<file path="src/rtl/cla_operand_gen.sv">
// -----------------------------------------------------------------------------
// cla_operand_gen
//
// Operand generator for the 16-bit add/sub CLA datapath. Two Fibonacci LFSRs
// produce ain/bin operand pairs, and an add_sub control is derived from
// op_mode. Each vector is offered over a valid/ready handshake, and a run
// issues NUM_VEC vectors before a one-cycle done pulse.
//
// Optional feature (compile-time macro CLA_GEN_MISR_EN):
//   When this macro is defined, a 16-bit MISR compacts sum_in/cout_in on every
//   transfer into signature. When it is undefined, signature is tied to 0 and
//   sum_in/cout_in are ignored.
//
// Parameters:
//   NUM_VEC  vectors per run (1..65535)
//   SEED_A   reset/fallback seed for LFSR A
//   SEED_B   reset/fallback seed for LFSR B
//
// Ports:
//   clk, rst          rising-edge clock, synchronous active-high reset
//   start             begin a run (IDLE only)
//   seed_load         capture seed_a/seed_b into the seed registers (IDLE only)
//   seed_a, seed_b    seed values; a zero value falls back to SEED_A/SEED_B
//   op_mode           00 add, 01 sub, 10 alternate, 11 random (lfsr_b[0])
//   ready             downstream accepts the current vector
//   valid             ain/bin/add_sub carry a vector
//   ain, bin          operands, straight from LFSR A / LFSR B
//   cin               constant 0
//   add_sub           1 = subtract
//   busy              high while in RUN
//   done              one-cycle pulse after the last transfer
//   vec_cnt           vectors transferred in the current/last run
//   sum_in, cout_in   adder response to the presented operands (MISR input)
//   signature         MISR value (0 when the MISR is not built)
// -----------------------------------------------------------------------------
module cla_operand_gen #(
    parameter int unsigned NUM_VEC = 256,
    parameter logic [15:0] SEED_A  = 16'hACE1,
    parameter logic [15:0] SEED_B  = 16'h1D2B
) (
    input  logic        clk,
    input  logic        rst,
    input  logic        start,
    input  logic        seed_load,
    input  logic [15:0] seed_a,
    input  logic [15:0] seed_b,
    input  logic [1:0]  op_mode,
    input  logic        ready,
    output logic        valid,
    output logic [15:0] ain,
    output logic [15:0] bin,
    output logic        cin,
    output logic        add_sub,
    output logic        busy,
    output logic        done,
    output logic [15:0] vec_cnt,
    input  logic [15:0] sum_in,
    input  logic        cout_in,
    output logic [15:0] signature
);

    typedef enum logic [1:0] {
        ST_IDLE = 2'd0,
        ST_RUN  = 2'd1,
        ST_DONE = 2'd2
    } state_t;

    // Count value held just before the final transfer of a run.
    localparam logic [15:0] LAST_CNT = 16'(NUM_VEC - 1);

    // x^16+x^14+x^13+x^11+1
    function automatic logic [15:0] lfsr_a_next(input logic [15:0] a);
        return {a[14:0], a[15] ^ a[13] ^ a[12] ^ a[10]};
    endfunction

    // x^16+x^15+x^13+x^4+1
    function automatic logic [15:0] lfsr_b_next(input logic [15:0] b);
        return {b[14:0], b[15] ^ b[14] ^ b[12] ^ b[3]};
    endfunction

    state_t      state_q, state_d;
    logic [15:0] seed_a_q, seed_a_d;
    logic [15:0] seed_b_q, seed_b_d;
    logic [15:0] lfsr_a_q, lfsr_a_d;
    logic [15:0] lfsr_b_q, lfsr_b_d;
    logic [15:0] vec_cnt_q, vec_cnt_d;
    logic        tog_q, tog_d;
    logic        valid_q, valid_d;
    logic        busy_q, busy_d;
    logic        done_q, done_d;

    logic [15:0] seed_a_eff;
    logic [15:0] seed_b_eff;
    logic        run_start;
    logic        xfer;

    // Zero seeds would lock the LFSRs, so substitute the parameter value.
    assign seed_a_eff = (seed_a == 16'h0000) ? SEED_A : seed_a;
    assign seed_b_eff = (seed_b == 16'h0000) ? SEED_B : seed_b;

    assign run_start = (state_q == ST_IDLE) && start;
    assign xfer      = valid_q && ready;

    always_comb begin
        state_d   = state_q;
        seed_a_d  = seed_a_q;
        seed_b_d  = seed_b_q;
        lfsr_a_d  = lfsr_a_q;
        lfsr_b_d  = lfsr_b_q;
        vec_cnt_d = vec_cnt_q;
        tog_d     = tog_q;

        case (state_q)
            ST_IDLE: begin
                if (seed_load) begin
                    seed_a_d = seed_a_eff;
                    seed_b_d = seed_b_eff;
                end
                if (start) begin
                    // A simultaneous seed_load takes effect for this run.
                    lfsr_a_d  = seed_load ? seed_a_eff : seed_a_q;
                    lfsr_b_d  = seed_load ? seed_b_eff : seed_b_q;
                    vec_cnt_d = 16'h0000;
                    tog_d     = 1'b0;
                    state_d   = ST_RUN;
                end
            end
            ST_RUN: begin
                if (ready) begin
                    lfsr_a_d  = lfsr_a_next(lfsr_a_q);
                    lfsr_b_d  = lfsr_b_next(lfsr_b_q);
                    vec_cnt_d = vec_cnt_q + 16'd1;
                    tog_d     = ~tog_q;
                    if (vec_cnt_q == LAST_CNT) begin
                        state_d = ST_DONE;
                    end
                end
            end
            ST_DONE: begin
                state_d = ST_IDLE;
            end
            default: begin
                state_d = ST_IDLE;
            end
        endcase

        // Handshake/status outputs are registered off the next state.
        valid_d = (state_d == ST_RUN);
        busy_d  = (state_d == ST_RUN);
        done_d  = (state_d == ST_DONE);
    end

    always_ff @(posedge clk) begin
        if (rst) begin
            state_q   <= ST_IDLE;
            seed_a_q  <= SEED_A;
            seed_b_q  <= SEED_B;
            lfsr_a_q  <= SEED_A;
            lfsr_b_q  <= SEED_B;
            vec_cnt_q <= 16'h0000;
            tog_q     <= 1'b0;
            valid_q   <= 1'b0;
            busy_q    <= 1'b0;
            done_q    <= 1'b0;
        end else begin
            state_q   <= state_d;
            seed_a_q  <= seed_a_d;
            seed_b_q  <= seed_b_d;
            lfsr_a_q  <= lfsr_a_d;
            lfsr_b_q  <= lfsr_b_d;
            vec_cnt_q <= vec_cnt_d;
            tog_q     <= tog_d;
            valid_q   <= valid_d;
            busy_q    <= busy_d;
            done_q    <= done_d;
        end
    end

    // add_sub follows op_mode combinationally; the other sources are flops,
    // so it stays stable across a stall as long as op_mode is held.
    always_comb begin
        add_sub = 1'b0;
        case (op_mode)
            2'b00: add_sub = 1'b0;
            2'b01: add_sub = 1'b1;
            2'b10: add_sub = tog_q;
            2'b11: add_sub = lfsr_b_q[0];
            default: add_sub = 1'b0;
        endcase
    end

    assign valid   = valid_q;
    assign ain     = lfsr_a_q;
    assign bin     = lfsr_b_q;
    assign cin     = 1'b0;
    assign busy    = busy_q;
    assign done    = done_q;
    assign vec_cnt = vec_cnt_q;

`ifdef CLA_GEN_MISR_EN
    logic [15:0] sig_q, sig_d;

    // The MISR shares LFSR A's polynomial. It samples the adder in the transfer
    // cycle itself, so the adder is assumed to respond within that cycle.
    always_comb begin
        sig_d = sig_q;
        if (run_start) begin
            sig_d = 16'h0000;
        end else if (xfer) begin
            sig_d = lfsr_a_next(sig_q) ^ sum_in ^ {15'b0, cout_in};
        end
    end

    always_ff @(posedge clk) begin
        if (rst) begin
            sig_q <= 16'h0000;
        end else begin
            sig_q <= sig_d;
        end
    end

    assign signature = sig_q;
`else
    // Adder response is not observed without the MISR; fold it into a sink.
    logic unused_misr_in;
    logic unused_misr_ctl;
    assign unused_misr_in  = ^{sum_in, cout_in};
    assign unused_misr_ctl = run_start ^ xfer;
    assign signature       = 16'h0000;
`endif

endmodule

</file>
<file path="config.mk">
export PLATFORM = sky130hd
export DESIGN_NAME = cla_operand_gen
export DESIGN_NICKNAME = d
export VERILOG_FILES = /design/src/rtl/cla_operand_gen.sv
export SDC_FILE = /design/constraint.sdc
export NUM_CORES = 1
export LEC_CHECK = 0
export CAP_MARGIN = 10
export CELL_PAD_IN_SITES_DETAIL_PLACEMENT = 1
export CELL_PAD_IN_SITES_GLOBAL_PLACEMENT = 2
export CORE_MARGIN = 8
export CORE_UTILIZATION = 28
export DETAILED_ROUTE_END_ITERATION = 10
export PLACE_DENSITY_LB_ADDON = 0.2
export REMOVE_ABC_BUFFERS = 1
export SYNTH_ARGS = -nofsm -noshare
export SYNTH_HDL_FRONTEND = slang
export SYNTH_SLANG_ARGS = --single-unit
</file>
<file path="constraint.sdc">
create_clock -name clk -period 2.8 [get_ports clk]
set_input_delay 0.56 -clock clk [delete_from_list [all_inputs] [get_ports clk]]
set_output_delay 0.56 -clock clk [all_outputs]
set_load 0.02 [all_outputs]
</file>
=== Word level (Yosys, flattened, before mapping) ===
Index checks and enable logic that the tools add are counted.

* Equal/unequal tests: 9
* $add $sub $neg: 1
* Multiplexer cells: 21
* Multipliers: 0
* Reduce and logical (&&, ||, !) cells: 6
* Shift operators: 0
* Bitwise operators: 7
* Magnitude comparators: 0
* Divide/modulo/power cells: 0

{| class="wikitable"
|+ Operators by type and width
! kind !! number
|-
| two-way mux 16 bit || 10
|-
| one-hot mux 16 bit (2 select lines) || 3
|-
| logical NOT 16 bit || 2
|-
| adder 16 x 1 -> 16 bit, second input constant || 1
|-
| == test 16 x 8 -> 1 bit, second input constant || 1
|-
| == test 2 x 1 -> 1 bit, second input constant || 3
|-
| == test 2 bit, second input constant || 3
|-
| two-way mux 2 bit || 3
|-
| bitwise XOR 1 bit || 6
|-
| logical NOT 2 bit || 2
|-
| inequality test 2 bit, second input constant || 2
|-
| one-hot mux 1 bit (4 select lines) || 1
|-
| one-hot mux 2 bit (2 select lines) || 1
|-
| AND reduction 3 bit || 1
|-
| two-way mux 1 bit || 2
|-
| one-hot mux 1 bit (2 select lines) || 1
|-
| nonzero test 2 bit || 1
|-
| NOT 1 bit || 1
|}

* Memory bits (writable): 0
* Logic and storage cells: 53
* Output and inout port bits: 69
* Memories kept: 0
* Register bits: 85
* Memory bits (read-only): 0
* Bits in latches: 0

=== Logic depth before layout (Yosys ltp) ===
Gate-level depths: netlist (run 1).

* Depth in word-level cells: 5
* Depth in mapped cells: 7

=== Worst setup path before layout (run 1) ===
Ideal clock, no wire load.

* Kind: register to register
* From: reg vec_cnt_q[0], in the netlist vec_cnt[0]
* To: reg vec_cnt_q[10], in the netlist vec_cnt[10]
* Setup slack: 880 ps
* Setup time: 71 ps
* Arrival time: 1849 ps
* Path buffers: 0
* Cell stages (with the launch flop): 6
* Cell sequence: dfxtp_1 ha_1 nand2_1 or4_1 or3_1 a21oi_1

* Word-level cells in the longest chain between the ends: 3

{| class="wikitable"
|+ Ends and longest elaborated chain
! element !! RTL line !! source
|-
| from (decl) || 86 || <nowiki>logic [15:0] vec_cnt_q, vec_cnt_d;</nowiki>
|-
| from (signal assigned) || 171 || <nowiki>vec_cnt_q <= vec_cnt_d;</nowiki>
|-
| adder 16 x 1 -> 16 bit || 132 || <nowiki>vec_cnt_d = vec_cnt_q + 16'd1;</nowiki>
|-
| two-way mux 16 bit || 129 || <nowiki>if (ready) begin</nowiki>
|-
| one-hot mux 16 bit (2 select lines) || 113 || <nowiki>case (state_q)</nowiki>
|}

Every way passes these cells. The select of a mux whose other input is x is not followed.
A chain may end at the register's enable or synchronous reset.

=== Final worst setup path (run 1) ===
* From: in op_mode[1]
* To: out add_sub

* Word-level cells in the longest chain between the ends: 2

{| class="wikitable"
|+ Ends and longest elaborated chain
! element !! RTL line !! source
|-
| from (decl) || 47 || <nowiki>input logic [1:0] op_mode,</nowiki>
|-
| == test 2 bit, or another cell as far along || 183 || <nowiki>case (op_mode)</nowiki>
|-
| one-hot mux 1 bit (4 select lines) * || 183 ||
|-
| to (decl) || 53 || <nowiki>output logic add_sub,</nowiki>
|}

Every way passes the cells marked *; elsewhere a longest branch is shown, timed or not.

==> out/metrics.csv, run 1 <==
stage,metric,value,unit
logic_synthesis,synth_area_leaders,"dfxtp_1, nor3_1, a21oi_1",
timing,period_needed,2420,ps
place,dp.cells,743,
place,dp_hpwl,9470,um
clock_network,numCtsBuffers,9,
logic_synthesis,synth_async_sr_flop_share,0,%
timing,tightestPinTransition,610,ps
global_route,grt.overflow.total,0,
floorplanning,die_w,136,um
logic_synthesis,syn_inst,497,
critical_path,criticalPathCategory,input port to primary output,
drt,drc,0,
clock_network,cts_tree,done,
cells_and_area,areaGrowthSynthToFinish,31.3,%
power,p_leak,1.98,nW
min_path,holdCritPathClass,flip-flop to flip-flop,
timing,fmax,414,MHz
critical_path,worstRegToRegCells,5,
logic_synthesis,synth_top_family_by_area,simple AND/OR/NAND/NOR gates,
clock_network,cts_sinks,85,
logic_synthesis,synth_xor_area_share,2.59,%
logic_synthesis,netlist_area,4060,um2
logic_synthesis,yosysUniqueCellTypes,42,
timing,finalHoldViolCount,0,
drt,drt_iter0_drc,164,
logic_synthesis,ys_warn_count,0,
place,port_buffers,90,
drt,vias,3880,
min_path,min_to,tog_q$_SDFFE_PP0P_,
timing,tns,0,ps
timing,fin_crit_sh,86.3,%
logic_synthesis,yosysMostFrequentCell,dfxtp_1,
logic_synthesis,synth.largest_area_cell,dfxtp_1,
logic_synthesis,yosys.area_share.simple,23.6,%
floorplanning,ios,125,
cells_and_area,fill_cells,1702,
cells_and_area,drive_gt1_share,6.14,%
clock_network,cts_buffer_depth,2,
critical_path,reg2reg_from,vec_cnt[0]$_SDFFE_PP0P_,
cells_and_area,postLayoutCoreUtil,37.1,%
global_route,grt_pass1_vias,4103,
logic_synthesis,syn_avg_cell_area,8.17,um2
timing,holdWs,471,ps
critical_path,endpoint_kind,primary output,
global_route,grtUsageTotal,15.2,%
logic_synthesis,yosys-top-cells-count,"dfxtp_1, nor2_1, nor3_1",
critical_path,cp_max_fo,2,
logic_synthesis,muxShareOfSynthArea,4.56,%
place,gp_congestion,0.715,
floorplanning,core,14400,um2
clock_network,clk_pin_slew_worst_paths,60,ps
drt,wl_per_cell,18.1,um
logic_synthesis,synth_ff_type,dfxtp_1,
global_route,grt_max_degree,58,
logic_synthesis,synthAdderAreaFrac,0.308,%
global_route,antenna_found_initial,0,
clock_network,cts_setup_buffers,0,
global_route,grt_pass1_wl,22100,um
timing,slew_headroom,58.9,%
critical_path,critPathArrivalTime,1860,ps
clock_network,cts.hold.buffers_added,0,
drt,wirelength,13600,um
min_path,worstHoldStart,tog_q$_SDFFE_PP0P_,
clock_network,cts_root_buf,clkbuf_16,
clock_network,post_cts_resized,0,
critical_path,r2r-end,vec_cnt[10]$_SDFFE_PP0P_,
critical_path,r2r_slack,820,ps
logic_synthesis,synth_compound_area_share,19.3,%
timing,fin_skew,5.22,ps
timing,slew_violations,0,
critical_path,start_kind,input port,
floorplanning,die_area,18600,um2
cells_and_area,final_cells,754,
drt,vias_per_cell,5.15,
floorplanning,rows,44,
cells_and_area,final_net_count,627,
logic_synthesis,ys_seq_elements,85,
logic_synthesis,yosysSeqAreaShare,41.9,%
floorplanning,initial_core_util,28.3,%
clock_network,insertion_delay,340,ps
timing,finalSetupViolCount,0,
cells_and_area,antenna_cells,0,
power,powerDensity,561,nW/um2
logic_synthesis,synth-edff-count,0,
timing,rsz0062_at_grt,false,
drt,ant_nets,0,
run,drv_cap,0,
min_path,worstHoldPathCells,2,
critical_path,crit_required,2240,ps
clock_network,h-tree-depth,3,
floorplanning,die_h,136,um
logic_synthesis,post-synth-top-area-fraction,41.9,%
power,vdd_drop_max,274,uV
drt,drt_first_pass_iters,6,
run_status,status,"complete, no violations",
-- cells by family after synthesis --
kind of cell	after synthesis
other	1
AND/OR/NAND/NOR	199
AO/OA/AOI/OAI	119
adder cells (fa/ha/maj)	1
flip-flops	85
buffers and inverters	62
XOR/XNOR	12
multiplexers	18
-- sequential cells by signal, indices dropped and copies added (netlist names) --
register and cells:
seed_a_q 16, seed_b_q 16, busy 1, tog_q 1, vec_cnt 16, state_q 2, ain 16, done 1
bin 16
-- cells in the final DEF, fill, tap and decap left out, types with 3 or more instances in the layout --
master           count
clkdlybuf4s50_1     88
dfxtp_1             85
nor2_1              56
nor3_1              47
a21oi_1             44
nand2_1             41
conb_1              17
mux2i_1             16
a211oi_1            16
o21bai_1            16
o211ai_1            16
o41ai_1             14
buf_4               13
nor4_1              12
nand3_1             11
clkbuf_16            9
xnor2_1              8
o21ai_0              8
or3_1                7
and4_1               4
xor2_1               4
inv_1                3
-- worst max path at each step --
stage	start	to	slack (ps)	cells past startpoint
after global placement	seed_b[3]	bin[1]$_SDFFE_PP1P_	260	5
after detailed placement	seed_b[3]	bin[1]$_SDFFE_PP1P_	190	5
after floorplan	state_q[0]$_SDFF_PP0_	seed_b_q[0]$_SDFFE_PP1P_	320	4
final	op_mode[1]	add_sub	380	4
after global routing	op_mode[1]	add_sub	300	4
after CTS	op_mode[1]	add_sub	370	4
-- per-stage QoR --
step	area (um2)	setup WS, ps	total power, mW
4_1_cts	5330	374	3.04
3_3_place_gp	5090	255	1.95
5_1_grt	5330	298	3.15
3_5_place_dp	5090	189	1.96
2_1_floorplan	3820	316	1.66
6_report	5330	383	2.99
-- metal layers --
metal  up-vias  global-route usage (%)  part of all wire (%)
met5         -                       0                     0
met4         0                    4.45                   1.4
met3        13                    4.47                   4.8
met2        79                    25.7                    48
met1      1887                    18.3                    45
li1       1901                       -                     -
-- power breakdown --
group | leakage (nW) | internal, mW | switching [mW] | total, mW
registers | 0.700 | 1.29 | 0.0669 | 1.36
clock network | 0.119 | 0.601 | 0.460 | 1.06
logic | 1.16 | 0.249 | 0.324 | 0.573
-- critical path: stages --
cell	delay, ps
clkdlybuf4s50_1	480
a21oi_1	70
a31oi_1	130
clkdlybuf4s50_1	620
-- area by class of cell --
class	instances	area (um2)	share of cell area [%]
multi-input combinational	366	2120	39.7
tap	184	230	4.32
inverter	3	11.3	0.211
sequential	85	1700	31.9
timing repair buffer	105	1030	19.3
clock buffer	11	243	4.55
Note: power is estimated with default switching activity, not from simulation.
==> inputs of run 2 (changes only) <==
CELL_PAD_IN_SITES_GLOBAL_PLACEMENT = 1   (was 2)
CORE_UTILIZATION = 30   (was 28)
==> run 2 against run 1 <==
Compared with the run above: clock skew increased by 0.72 ps; core utilization up 3.5 points; sequential cell count unchanged; via count up 1.8%; non-clock buffer count down 2; power up 4.8%; worst hold slack got worse by 3.3 ps; sequential share of layout area fell by 0.28 points; design area increased by 0.89%; global-route usage barely moved; critical path type unchanged; critical endpoint unchanged; largest cell class unchanged; highest routed layer unchanged.
==> out/metrics.csv, run 2 (same netlist as run 1, synthesis figures left out) <==
stage,metric,value,unit,change
critical_path,path_cells,"clkdlybuf4s50_1, a21oi_1, a31oi_1, clkdlybuf4s50_1",,
place,dp_hpwl,9390,um,-0.82%
power,powerDensity,583,nW/um2,+3.9%
global_route,antenna_found_initial,0,,unchanged
cells_and_area,final_net_count,625,,-0.32%
clock_network,cts_tree,done,,
power,clkPwrFrac,38.5,%,+3.0 points
cells_and_area,multi_input_area,2120,um2,-0.12%
power,p_switching,906,uW,+6.5%
critical_path,critical_path.slowest_cell,clkdlybuf4s50_1,,
timing,slew_violations,0,,unchanged
drt,highest_layer,met4,,
clock_network,numCtsBuffers,9,,unchanged
critical_path,cp.depth,4,,unchanged
global_route,grt.overflow.total,0,,unchanged
drt,wl_met3,719,um,+11%
min_path,holdCritPathClass,flip-flop to flip-flop,,
clock_network,cts_root_buf,clkbuf_16,,
critical_path,criticalPathCategory,input port to primary output,,
power,power.internal,2.23,mW,+4.2%
critical_path,endpoint_kind,primary output,,
drt,drc,0,,unchanged
floorplanning,core,13200,um2,-7.8%
cells_and_area,layout_commonest_cell,clkdlybuf4s50_1,,
drt,drt_iter0_drc,117,,-29%
floorplanning,ios,125,,unchanged
floorplanning,die_h,132,um,-3.0%
timing,period_needed,2410,ps,-5.07 ps
power,p_comb_share,18.3,%,-0.8 points
critical_path,cp_max_fo,2,,unchanged
timing,fin_crit_sh,86.1,%,-0.18 points
critical_path,critPathArrivalTime,1850,ps,about the same
clock_network,cts_sinks,85,,unchanged
global_route,grtUsageTotal,15.3,%,+0.045 points
drt,wirelength,13400,um,-2.1%
run_status,status,"complete, no violations",,
power,p_leak,1.99,nW,+0.84%
cells_and_area,layout_common_cells,"clkdlybuf4s50_1, dfxtp_1, nor2_1",,
clock_network,clk_pin_slew_worst_paths,60,ps,about the same
timing,tightestPinTransition,621,ps,+10.3 ps
critical_path,crit_required,2240,ps,about the same
drt,vias_per_cell,5.27,,+2.4%
drt,drt-met1-wl,6070,um,-2.0%
cells_and_area,areaGrowthSynthToFinish,32.4,%,
critical_path,slowest_delay,620,ps,about the same
critical_path,start_kind,input port,,
min_path,worstHoldPathCells,2,,unchanged
global_route,grt_pass1_wl,21700,um,-1.7%
power,vdd_drop_max,292,uV,+6.5%
global_route,grt_max_degree,57,,-1.7%
drt,wl_per_cell,17.8,um,-1.5%
drt,drt_first_pass_iters,4,,-2
cells_and_area,antenna_cells,0,,unchanged
drt,vias,3948,,+1.8%
place,port_buffers,90,,unchanged
timing,rsz0062_at_grt,false,,
floorplanning,die_area,17500,um2,-5.9%
floorplanning,rows,42,,-4.5%
clock_network,cts_setup_buffers,0,,unchanged
cells_and_area,seq_area,1700,um2,unchanged
timing,holdWs,468,ps,-3.29 ps
drt,wl_met2,6400,um,-3.1%
clock_network,h-tree-depth,3,,unchanged
clock_network,insertion_delay,350,ps,about the same
critical_path,critPathBufInv,2,,unchanged
timing,finalSetupViolCount,0,,unchanged
floorplanning,initial_core_util,30.7,%,+2.4 points
timing,fin_skew,5.94,ps,+0.716 ps
clock_network,cts_buffer_depth,2,,unchanged
timing,tns,0,ps,unchanged
drt,ant_nets,0,,unchanged
critical_path,worstRegToRegCells,4,,-1
power,switching_share,28.9,%,+0.46 points
power,seqPwrFrac,43.3,%,-2.1 points
cells_and_area,drive_gt1_share,6.46,%,+0.32 points
critical_path,cpLargestDelayFamily,buffers and inverters,,
power,finalPower,3.14,mW,+4.8%
global_route,grt_pass1_vias,4107,,+0.097%
cells_and_area,fill_cells,1577,,-7.3%
run,drv_cap,0,,unchanged
timing,slew_headroom,58.5,%,-0.41 points
timing,fmax,415,MHz,+0.21%
clock_network,cts.hold.buffers_added,0,,unchanged
clock_network,post_cts_resized,0,,unchanged
place,gp_congestion,0.755,,+5.7%
floorplanning,die_w,132,um,-3.0%
critical_path,path_common_cell,clkdlybuf4s50_1,,
timing,finalHoldViolCount,0,,unchanged
[run 2: cell count changes in the layout (fill, tap and decap cells not counted), sizes merged]
cell / before / now
clkinv: 0 / 3
clkinvlp: 0 / 2
buf: 17 / 15
clkbuf: 11 / 10
bufinv: 0 / 1
[run 2: cell type report]
type	instances	share of cell area (%)
timing repair buffer	103	19.3
multi-input combinational	366	39.3
clock buffer	10	4.26
clock inverter	6	1.19
sequential	85	31.6
inverter	3	0.209
tap	176	4.09
[run 2: per-stage QoR]
stage                     std cells  setup WS (ps)  utilization [%]  cell area [um2]
after floorplan                 454            316                -             3820
after global placement          733            312             38.4             5090
after detailed placement        733            269             38.4             5090
after CTS                       749            374             40.6             5380
after global routing            749            300             40.6             5380
final                           749            388             40.6             5380
[run 2: worst reg2reg max path, stage by stage, from the launching register on]
cell and delay, ps:
dfxtp_1 410, nand2b_2 460, nand2_1 580, nor3_1 90, o41ai_1 410
[run 2: layer usage]
| metal | vias up | track usage [%] |
|---|---|---|
| met1 | 1955 | 18.5 |
| met4 | 0 | 4.79 |
| met5 | - | 0 |
| met2 | 82 | 25.1 |
| li1 | 1899 | - |
| met3 | 12 | 4.84 |
[run 2: final timing paths]
check / from / endpoint / slack, ps
worst max-delay path: op_mode[1] / add_sub / 390
worst min-delay path: tog_q$_SDFFE_PP0P_ / tog_q$_SDFFE_PP0P_ / 470
worst max register to register: state_q[1]$_SDFF_PP0_ / bin[10]$_SDFFE_PP1P_ / 740
worst min register to register: tog_q$_SDFFE_PP0P_ / tog_q$_SDFFE_PP0P_ / 470
[run 2: power by group through the flow]
stage / logic (mW) / clock network, mW / registers, mW
finish: 0.574 / 1.21 / 1.36
CTS: 0.583 / 1.24 / 1.36
global route: 0.628 / 1.28 / 1.37
floorplan: 0.243 / 0 / 1.42
detailed placement: 0.580 / 0 / 1.38
global placement: 0.570 / 0 / 1.38
